<file path="src/rtl/w_route_ctrl.sv">
// w_route_ctrl: steers W beats from per-master FIFOs to one slave port in AW-grant order.
// Define W_ROUTE_STATS_EN to add burst_cnt, a saturating count of completed bursts.
module w_route_ctrl #(
  parameter int NUM_MASTERS = 4,
  parameter int ORDER_DEPTH = 8,
  parameter int MID_WIDTH   = $clog2(NUM_MASTERS)
) (
  input  logic                   clk,
  input  logic                   nrst,
  input  logic                   aw_push,
  input  logic [MID_WIDTH-1:0]   aw_mid,
  output logic                   aw_order_full,
  input  logic [NUM_MASTERS-1:0] w_empty,
  input  logic [NUM_MASTERS-1:0] w_front_last,
  output logic [NUM_MASTERS-1:0] w_pop,
  output logic [MID_WIDTH-1:0]   w_sel,
  output logic                   WVALID,
  input  logic                   WREADY
`ifdef W_ROUTE_STATS_EN
  ,
  output logic [15:0]            burst_cnt
`endif
);
  localparam int PTR_W = (ORDER_DEPTH > 1) ? $clog2(ORDER_DEPTH) : 1;
  localparam int CNT_W = $clog2(ORDER_DEPTH) + 1;

  typedef enum logic {IDLE = 1'b0, BURST = 1'b1} state_t;

  state_t                 state_r;
  logic [MID_WIDTH-1:0]   cur_mid_r;
  logic [MID_WIDTH-1:0]   order_mem_r [ORDER_DEPTH];
  logic [PTR_W-1:0]       wr_ptr_r;
  logic [PTR_W-1:0]       rd_ptr_r;
  logic [CNT_W-1:0]       count_r;

  logic                   full_s;
  logic                   enq_s;
  logic                   deq_s;
  logic                   wvalid_s;
  logic                   hs_s;
  logic                   last_hs_s;
  logic [NUM_MASTERS-1:0] sel_oh_s;

  function automatic logic [PTR_W-1:0] ptr_inc(input logic [PTR_W-1:0] ptr);
    if (ptr == PTR_W'(ORDER_DEPTH - 1)) begin
      return '0;
    end else begin
      return ptr + PTR_W'(1);
    end
  endfunction

  // One-hot decode of cur_mid; an out-of-range index selects nobody, so that burst never shows WVALID.
  always_comb begin
    sel_oh_s = '0;
    for (int i = 0; i < NUM_MASTERS; i++) begin
      sel_oh_s[i] = (cur_mid_r == MID_WIDTH'(i));
    end
  end

  assign full_s    = (count_r == CNT_W'(ORDER_DEPTH));
  assign enq_s     = aw_push & ~full_s;
  assign deq_s     = (state_r == IDLE) & (count_r != '0);
  assign wvalid_s  = (state_r == BURST) & |(sel_oh_s & ~w_empty);
  assign hs_s      = wvalid_s & WREADY;
  assign last_hs_s = hs_s & |(sel_oh_s & w_front_last);

  assign aw_order_full = full_s;
  assign w_sel         = cur_mid_r;
  assign WVALID        = wvalid_s;
  assign w_pop         = sel_oh_s & {NUM_MASTERS{hs_s}};

  // Order storage; no reset needed because count gates every read.
  always_ff @(posedge clk) begin
    if (enq_s) begin
      order_mem_r[wr_ptr_r] <= aw_mid;
    end
  end

  // Queue pointers and occupancy.
  always_ff @(posedge clk or negedge nrst) begin
    if (!nrst) begin
      wr_ptr_r <= '0;
      rd_ptr_r <= '0;
      count_r  <= '0;
    end else begin
      if (enq_s) begin
        wr_ptr_r <= ptr_inc(wr_ptr_r);
      end
      if (deq_s) begin
        rd_ptr_r <= ptr_inc(rd_ptr_r);
      end
      case ({enq_s, deq_s})
        2'b10:   count_r <= count_r + CNT_W'(1);
        2'b01:   count_r <= count_r - CNT_W'(1);
        default: count_r <= count_r;
      endcase
    end
  end

  // Burst FSM: the head is latched in IDLE, so a new burst always follows a one-cycle bubble.
  always_ff @(posedge clk or negedge nrst) begin
    if (!nrst) begin
      state_r   <= IDLE;
      cur_mid_r <= '0;
    end else begin
      case (state_r)
        IDLE: begin
          if (deq_s) begin
            cur_mid_r <= order_mem_r[rd_ptr_r];
            state_r   <= BURST;
          end
        end
        BURST: begin
          if (last_hs_s) begin
            state_r <= IDLE;
          end
        end
        default: state_r <= IDLE;
      endcase
    end
  end

`ifdef W_ROUTE_STATS_EN
  logic [15:0] burst_cnt_r;

  // Completed-burst counter, sticks at all-ones.
  always_ff @(posedge clk or negedge nrst) begin
    if (!nrst) begin
      burst_cnt_r <= 16'h0000;
    end else if (last_hs_s && (burst_cnt_r != 16'hFFFF)) begin
      burst_cnt_r <= burst_cnt_r + 16'h0001;
    end
  end

  assign burst_cnt = burst_cnt_r;
`endif

endmodule

</file>
<file path="config.mk">
export PLATFORM = sky130hd
export DESIGN_NAME = w_route_ctrl
export DESIGN_NICKNAME = d
export VERILOG_FILES = /design/src/rtl/w_route_ctrl.sv
export SDC_FILE = /design/constraint.sdc
export NUM_CORES = 1
export LEC_CHECK = 0
export ABC_AREA = 1
export ABC_CLOCK_PERIOD_IN_PS = 2400
export CAP_MARGIN = 20
export CORE_ASPECT_RATIO = 0.7
export CORE_MARGIN = 5
export CORE_UTILIZATION = 60
export CTS_CLUSTER_SIZE = 40
export DETAILED_ROUTE_END_ITERATION = 16
export DONT_BUFFER_PORTS = 1
export GPL_TIMING_DRIVEN = 0
export PLACE_DENSITY = 0.76
export REMOVE_ABC_BUFFERS = 1
export SYNTH_ARGS = -nofsm -noshare
export SYNTH_HDL_FRONTEND = slang
export SYNTH_SLANG_ARGS = --single-unit
</file>
<file path="constraint.sdc">
create_clock -name clk -period 2.4 [get_ports clk]
set_input_delay 0.36 -clock clk [delete_from_list [all_inputs] [get_ports clk]]
set_output_delay 0.36 -clock clk [all_outputs]
set_load 0.01 [all_outputs]
</file>
==> results.rst, run 1 <==
.. list-table::
   :header-rows: 1

   * - Metric
     - Value
   * - Outcome
     - finished clean
   * - Synth warnings
     - 0
   * - Count of TritonRoute iterations in the first routing pass
     - 4
   * - Final RePlAce weighted congestion
     - between 0.8 and 0.9
   * - Final Setup Violations
     - 0
   * - Worst min-delay path class
     - input pin to flip-flop
   * - Total grt overflow
     - 0
   * - Detailed-route wire length per cell
     - 14.3 um
   * - Power per Cell Area
     - 1240 nW/um^2
   * - Global Route Usage Sum
     - 18.5%
   * - Clock buffer depth
     - 2
   * - Unrepaired setup endpoints after global routing
     - no
   * - Top routing layer in use
     - met4
   * - Top flip-flop cell by instance count after synthesis
     - edfxtp_1
   * - Design Power
     - between 2 and 2.5 mW
   * - Max IR drop VDD
     - about 0.00066 V
   * - Via Count
     - approximately 1,100
   * - Fraction of synthesized cell area taken by the top area cell type
     - approximately a third
   * - Die width
     - roughly 70 um
   * - Clock tree from TritonCTS
     - done
   * - Final Hold Vio Count
     - 0
   * - Required time of the worst setup path
     - around 2.6 ns
   * - Standard-cell row count
     - 15
   * - Setup TNS
     - 0 ns
   * - Async set-or-reset flop fraction in the synthesized netlist
     - around 45%
   * - Mapped Avg Cell Area
     - about 9.3 um^2
   * - Antenna diodes
     - 0
   * - Vias in the first global route
     - between 1,000 and 1,500
   * - Amount of wire on met2 after detailed routing
     - between 1000 and 1500 um
   * - Antenna-violating nets left
     - 0
   * - Total placed cells including tap cells
     - about 190
   * - Number of nets in the layout
     - 190
   * - Initial antenna violation count
     - 0
   * - Number of distinct standard cells referenced by the synthesized netlist
     - 25
   * - Clock root buffer master
     - clkbuf_8
   * - Number of clock sinks seen by CTS
     - 29
   * - Summed instance area of the synthesized netlist
     - 1530 um^2
   * - CTS Buf Count
     - 5
   * - Leading cell type by number of instances after synthesis
     - nand2_1
   * - Detailed Place HPWL
     - ~2200 um
   * - Final Hold Slack
     - between 0.15 and 0.2 ns
   * - Met3 Wirelength
     - ~200 um
   * - Final-report max-slew violation count
     - 0
   * - Number of port buffers
     - 0
   * - P_leak
     - around 0.73 nW
   * - Number of enable flip-flop cells after synthesis
     - 16
   * - Detailed-route wire length
     - around 2900 um
   * - Pin count of the biggest net entering global routing
     - 14
   * - Headroom to the max-slew limit
     - between 60% and 70%
   * - Critical path launch point type
     - flip-flop
   * - Top cell types by occurrence after synthesis
     - 30 x nand2_1, 23 x nor2_1, 21 x inv_1, 16 x edfxtp_1, 15 x o21ai_0
   * - # fillers
     - approximately 180
   * - Final period utilization
     - roughly nine tenths
   * - Cell count after synthesis
     - 164
   * - Critical path endpoint category
     - flip-flop
   * - Data arrival, critical path
     - around 2.3 ns
   * - Remaining design rule violation count
     - 0
   * - Synth area leaders
     - edfxtp_1 31%, dfrtp_1 21%, nand2_1 7.4%
   * - Minimum clock period
     - about 2.2 ns
   * - Number of DRC markers in iteration 0
     - roughly 140
   * - Clock Skews
     - slightly below 0.008 ns
   * - Starting density of the core
     - between 60 and 70%
   * - Worst Path Class, Setup
     - flip-flop to flip-flop
   * - Top-Level Pins
     - 22
   * - Cell taking the most area after synthesis
     - edfxtp_1
   * - Global-route wire length before repair
     - just under 5000 um
   * - Crit path max fanout
     - 8
   * - Area of the placeable core
     - approximately 2500 um^2
   * - Worst skew pair latency
     - ~0.28 ns
   * - Max-cap viol count
     - 0
   * - P&R area growth vs syn
     - 7.12%
   * - Clock input transition at the sequential cells of the worst setup and hold paths
     - 0.06 ns
   * - Via density
     - about 5.5
   * - DIE AREA
     - about 3700 um^2
   * - Highest attainable clock frequency
     - about 460 MHz
   * - CTS H-tree depth
     - 2
   * - Non-filler instance count after layout
     - slightly above 200
   * - Fraction of layout instances using a drive strength above 1
     - 11.8%
   * - Transition at the pin with the smallest max-transition slack
     - ~0.59 ns
   * - Sequential share of the synthesized area
     - ~53%
   * - Synthesis-stage register bit count
     - 29
   * - Routed metal-1 wirelength
     - roughly 1200 um
   * - Die boundary height
     - 52.2 um
-- critical path, stage by stage (launching register included) --
cell	delay, ns
dfrtp_1	0.42
nor2_2	0.15
nand3_1	0.11
nand2_2	0.13
inv_2	0.09
ha_1	0.25
ha_1	0.29
nand2_1	0.06
inv_1	0.03
o21ai_0	0.19
nand2_1	0.08
nand2_1	0.07
nand2_1	0.05
nand2_1	0.04
o21ai_0	0.08
-- power by group --
group,total (mW),switching [mW],internal (mW)
clock network,0.378,0.178,0.200
registers,0.865,0.190,0.675
logic,0.784,0.490,0.294
-- layout make-up --
type | count | area, um^2 | share of cell area, %
flip-flops and latches | 29 | 806 | 49.2
multi-input cells | 107 | 607 | 37.1
inverters | 24 | 90.1 | 5.50
clock buffers | 6 | 72.6 | 4.43
well taps | 34 | 42.5 | 2.60
clock inverters | 2 | 10.0 | 0.611
repair buffers | 1 | 10.0 | 0.611
-- cells in the final DEF (no fill, tap or decap), types with 4 or more instances in the layout --
master,netlist,layout
nand2_1,30,29
nor2_1,23,22
inv_1,21,21
edfxtp_1,16,16
o21ai_0,15,15
dfrtp_1,13,13
nand3_1,10,10
ha_1,7,7
clkbuf_8,0,5
nor3_2,4,4
o211ai_1,4,4
-- kinds of logic (layout without fill, tap and decap cells) --
group,after synthesis,after routing,share of synthesized area (%)
adders and majority gates,8,8,7.04
and+or+nand+nor,75,75,23.0
DFF,29,29,52.7
xor gates and xnor gates,3,3,1.72
AOI/OAI and AO/OA,21,21,7.61
buffers and inverters,28,33,7.94
-- per-layer routing --
layer / track usage [%] / vias up
met1: 20.3 / 532
met2: 31.2 / 36
met3: 7.66 / 8
li1: - / 543
met5: 0 / -
met4: 9.87 / 0
-- final timing paths --
kind,from,end,slack [ns],depth (start not counted)
max,count_r[0],count_r[3],0.24,14
min,aw_mid[1],order_mem_r[7][1],0.17,0
max reg2reg,count_r[0],count_r[3],0.24,14
min reg2reg,state_r,state_r,0.50,2
max in group asynchronous,nrst,wr_ptr_r[2],1.49,1
min in group asynchronous,nrst,rd_ptr_r[0],0.52,1
-- through the flow --
step	area [um^2]	setup slack, ns	util [%]
floorplan	1500	0.460	-
global placement	1540	0.248	62.6
detailed placement	1540	0.190	62.6
CTS	1630	0.163	66.4
global route	1640	0.0353	66.6
finish	1640	0.235	66.6
-- flip-flops by register name, summed over array words and instances, names as in the netlist --
name / cells
w_sel: 2
wr_ptr_r: 3
count_r: 4
rd_ptr_r: 3
state_r: 1
order_mem_r: 16
-- timing repair --
item | 4_1_cts | 5_1_grt
endpoints found under the setup margin | 0 | 1
buffers inserted | 0 | 0
resized for setup | 0 | 2
endpoints found under the hold margin | 13 | 0
hold buffers | 1 | 0
Note: power is estimated with default switching activity, not from simulation.
==> run 2: changes to the inputs <==
--- a/config.mk
+++ b/config.mk
@@ -11,12 +11,15 @@
 export CORE_ASPECT_RATIO = 0.7
 export CORE_MARGIN = 5
 export CORE_UTILIZATION = 60
+export CTS_BUF_LIST = sky130_fd_sc_hd__clkbuf_4
 export CTS_CLUSTER_SIZE = 40
 export DETAILED_ROUTE_END_ITERATION = 16
 export DONT_BUFFER_PORTS = 1
+export GPL_ROUTABILITY_DRIVEN = 0
 export GPL_TIMING_DRIVEN = 0
 export PLACE_DENSITY = 0.76
 export REMOVE_ABC_BUFFERS = 1
+export SLEW_MARGIN = 20
 export SYNTH_ARGS = -nofsm -noshare
 export SYNTH_HDL_FRONTEND = slang
 export SYNTH_SLANG_ARGS = --single-unit
==> results.rst, run 2 (synthesis results as in run 1) <==
.. list-table::
   :header-rows: 1

   * - Metric
     - Value
   * - Worst Path Class, Setup
     - flip-flop to flip-flop
   * - Series of cell instances along the critical path
     - nor2_2, nand3_1, nand2_2, inv_2, ha_1, ha_1, nand2_1, inv_1, o21ai_0, nand2_1, nand2_1, nand2_1, nand2_1, o21ai_0
   * - Detailed-route wire length per cell
     - 14.1 um (-2.0%)
   * - Commonest non-fill, non-tap cell in the layout
     - nand2_1
   * - P_leak
     - 0.724 nW (-1.3%)
   * - Critical path endpoint category
     - flip-flop
   * - Worst reg2reg path endpoint
     - count_r[3]
   * - Crit Reg-Reg Startpoint
     - count_r[0]
   * - Switching power
     - 0.840 mW (-2.1%)
   * - Final Setup Violations
     - 0 (unchanged)
   * - Count of TritonRoute iterations in the first routing pass
     - 4 (unchanged)
   * - Clock share of power
     - 14.8% (-3.9 points)
   * - Initial antenna violation count
     - 0 (unchanged)
   * - Clock tree from TritonCTS
     - done
   * - Largest stage delay on the critical path
     - 0.43 ns (about the same)
   * - Worst setup slack for register-to-register paths
     - 0.24 ns (about the same)
   * - Detailed Place HPWL
     - 2190 um (unchanged)
   * - Final Hold Vio Count
     - 0 (unchanged)
   * - Highest attainable clock frequency
     - 464 MHz (+0.42%)
   * - Setup WS pre-CTS
     - 0.190 ns (unchanged)
   * - Starting density of the core
     - 62.2% (unchanged)
   * - Clock buffer depth
     - 2 (unchanged)
   * - Die width
     - 70.3 um (unchanged)
   * - Area of the placeable core
     - 2460 um^2 (unchanged)
   * - Total placed cells including tap cells
     - 194 (unchanged)
   * - Cell family with the largest share of critical-path delay
     - simple AND/OR/NAND/NOR gates
   * - Clock Skews
     - 0.00976 ns (+0.00206 ns)
   * - Max-cap viol count
     - 0 (unchanged)
   * - Antenna diodes
     - 0 (unchanged)
   * - Length in cells of the worst reg-to-reg path
     - 14 (unchanged)
   * - CTS H-tree depth
     - 2 (unchanged)
   * - P&R area growth vs syn
     - 5.32%
   * - Number of nets in the layout
     - 190 (unchanged)
   * - DIE AREA
     - 3670 um^2 (unchanged)
   * - Crit path top cell by count
     - nand2_1
   * - Total grt overflow
     - 0 (unchanged)
   * - Register area
     - 806 um^2 (unchanged)
   * - Sequential power share
     - 44.7% (+2.0 points)
   * - Worst-path cell with the longest stage delay
     - dfrtp_1
   * - Final Util
     - 65.5% (-1.1 points)
   * - Area of the multi-input gates
     - 607 um^2 (unchanged)
   * - Final-report max-slew violation count
     - 0 (unchanged)
   * - Vias in the first global route
     - 1,083 (-0.46%)
   * - Required time of the worst setup path
     - 2.61 ns (+0.05 ns)
   * - Number of clock sinks seen by CTS
     - 29 (unchanged)
   * - Fraction of layout instances using a drive strength above 1
     - 12.4% (+0.59 points)
   * - Global-route wire length before repair
     - 4790 um (-2.4%)
   * - Largest registers
     - order_mem_r x16, count_r x4
   * - Detailed-route wire length
     - 2860 um (-2.0%)
   * - Max IR drop VDD
     - 0.000650 V (-1.4%)
   * - Antenna-violating nets left
     - 0 (unchanged)
   * - Buffers and inverters on the worst path
     - 2 (unchanged)
   * - Die boundary height
     - 52.2 um (unchanged)
   * - Clock root buffer master
     - clkbuf_4
   * - Design Power
     - 1.93 mW (-4.8%)
   * - Pin count of the biggest net entering global routing
     - 14 (unchanged)
   * - Fraction of power spent switching nets
     - 43.5% (+1.2 points)
   * - Clock input transition at the sequential cells of the worst setup and hold paths
     - 0.09 ns (+0.03 ns)
   * - Flip-flop count of the largest register, all copies and words added
     - 16 (unchanged)
   * - Combinational share of power
     - 40.5% (+1.8 points)
   * - Final period utilization
     - 89.8% (-0.37 points)
   * - Headroom to the max-slew limit
     - 60.2% (-0.18 points)
   * - Start point of the critical path
     - count_r[0]
   * - Hold Crit Depth
     - 0 (unchanged)
   * - Worst min-delay path class
     - input pin to flip-flop
   * - Final worst slack
     - 0.244 ns (+0.00897 ns)
   * - Worst Min Path Start
     - aw_mid[1]
   * - # fillers
     - 180 (-0.55%)
   * - Remaining design rule violation count
     - 0 (unchanged)
   * - Most used cells in the layout excluding fill and tap cells
     - 29 x nand2_1, 22 x nor2_1, 21 x inv_1, 16 x edfxtp_1, 15 x o21ai_0
   * - Setup TNS
     - 0 ns (unchanged)
   * - Crit path max fanout
     - 8 (unchanged)
   * - Power per Cell Area
     - 1200 nW/um^2 (-3.2%)
   * - Data arrival, critical path
     - 2.36 ns (+0.03 ns)
   * - Internal power summed over all cells
     - 1.09 mW (-6.8%)
   * - Worst skew pair latency
     - 0.32 ns (+0.04 ns)
   * - Number of DRC markers in iteration 0
     - 123 (-12%)
   * - Minimum clock period
     - 2.16 ns (-0.00897 ns)
   * - Via Count
     - 1,106 (-1.2%)
   * - Transition at the pin with the smallest max-transition slack
     - 0.596 ns (+0.00274 ns)
   * - Number of port buffers
     - 0 (unchanged)
   * - Outcome
     - finished clean
   * - Top-Level Pins
     - 22 (unchanged)
   * - Standard-cell row count
     - 15 (unchanged)
   * - CTS Buf Count
     - 5 (unchanged)
   * - Critical path launch point type
     - flip-flop
   * - Largest register by flop count
     - order_mem_r
   * - Via density
     - 5.45 (-1.2%)
   * - Unrepaired setup endpoints after global routing
     - no
   * - Global Route Usage Sum
     - 17.9% (-0.60 points)
   * - Hold endpoint
     - order_mem_r[7][1]
   * - Non-filler instance count after layout
     - 203 (unchanged)
## run 2: how the worst max path moves through the flow
stage | slack (ns) | end | cells after the start
finish | 0.24 | count_r[3] | 14
global route | 0.04 | count_r[3] | 14
CTS | 0.17 | count_r[3] | 14
detailed placement | 0.19 | count_r[3] | 14
global placement | 0.25 | count_r[3] | 14
floorplan | 0.46 | count_r[3] | 14
## run 2: metrics by stage
stage	instance area (um^2)	hold WS (ns)
floorplan	1500	0.0644
global placement	1540	0.0647
detailed placement	1540	0.0647
CTS	1610	0.112
global route	1610	0.0890
finish	1610	0.127
## run 2: area by class of cell
cell class	count	share of cell area, %
clock buffers	6	2.80
clock inverters	2	0.622
inverters	24	5.59
multi-input cells	107	37.7
flip-flops and latches	29	50.0
well taps	34	2.64
repair buffers	1	0.622
## run 2: worst reg2reg max path, stage by stage, from the launching register on
cell and delay, ns:
dfrtp_1 0.43, nor2_2 0.15, nand3_1 0.11, nand2_2 0.12, inv_2 0.09, ha_1 0.25
ha_1 0.29, nand2_1 0.06, inv_1 0.03, o21ai_0 0.19, nand2_1 0.08, nand2_1 0.07
nand2_1 0.04, nand2_1 0.04, o21ai_0 0.08
## run 2: layer usage
layer | GRT usage [%] | vias up | wire length [um]
li1 | - | 545 | -
met1 | 19.9 | 520 | 1230
met2 | 29.8 | 34 | 1430
met3 | 8.05 | 7 | 150
met4 | 8.60 | 0 | 46
met5 | 0 | - | 0
## run 2: what timing repair did
item,CTS,global route
hold buffers,1,0
hold endpoints to repair,13,0
setup endpoints to repair,0,1
buffers inserted,0,0
gates resized for setup,0,2
## run 2: power by group through the flow
stage / logic (mW) / clock network [mW] / registers, mW
after floorplan: 0.630 / 0 / 0.819
after global placement: 0.721 / 0 / 0.854
after detailed placement: 0.766 / 0 / 0.866
after CTS: 0.779 / 0.297 / 0.855
after global routing: 0.902 / 0.330 / 0.884
final: 0.782 / 0.286 / 0.862
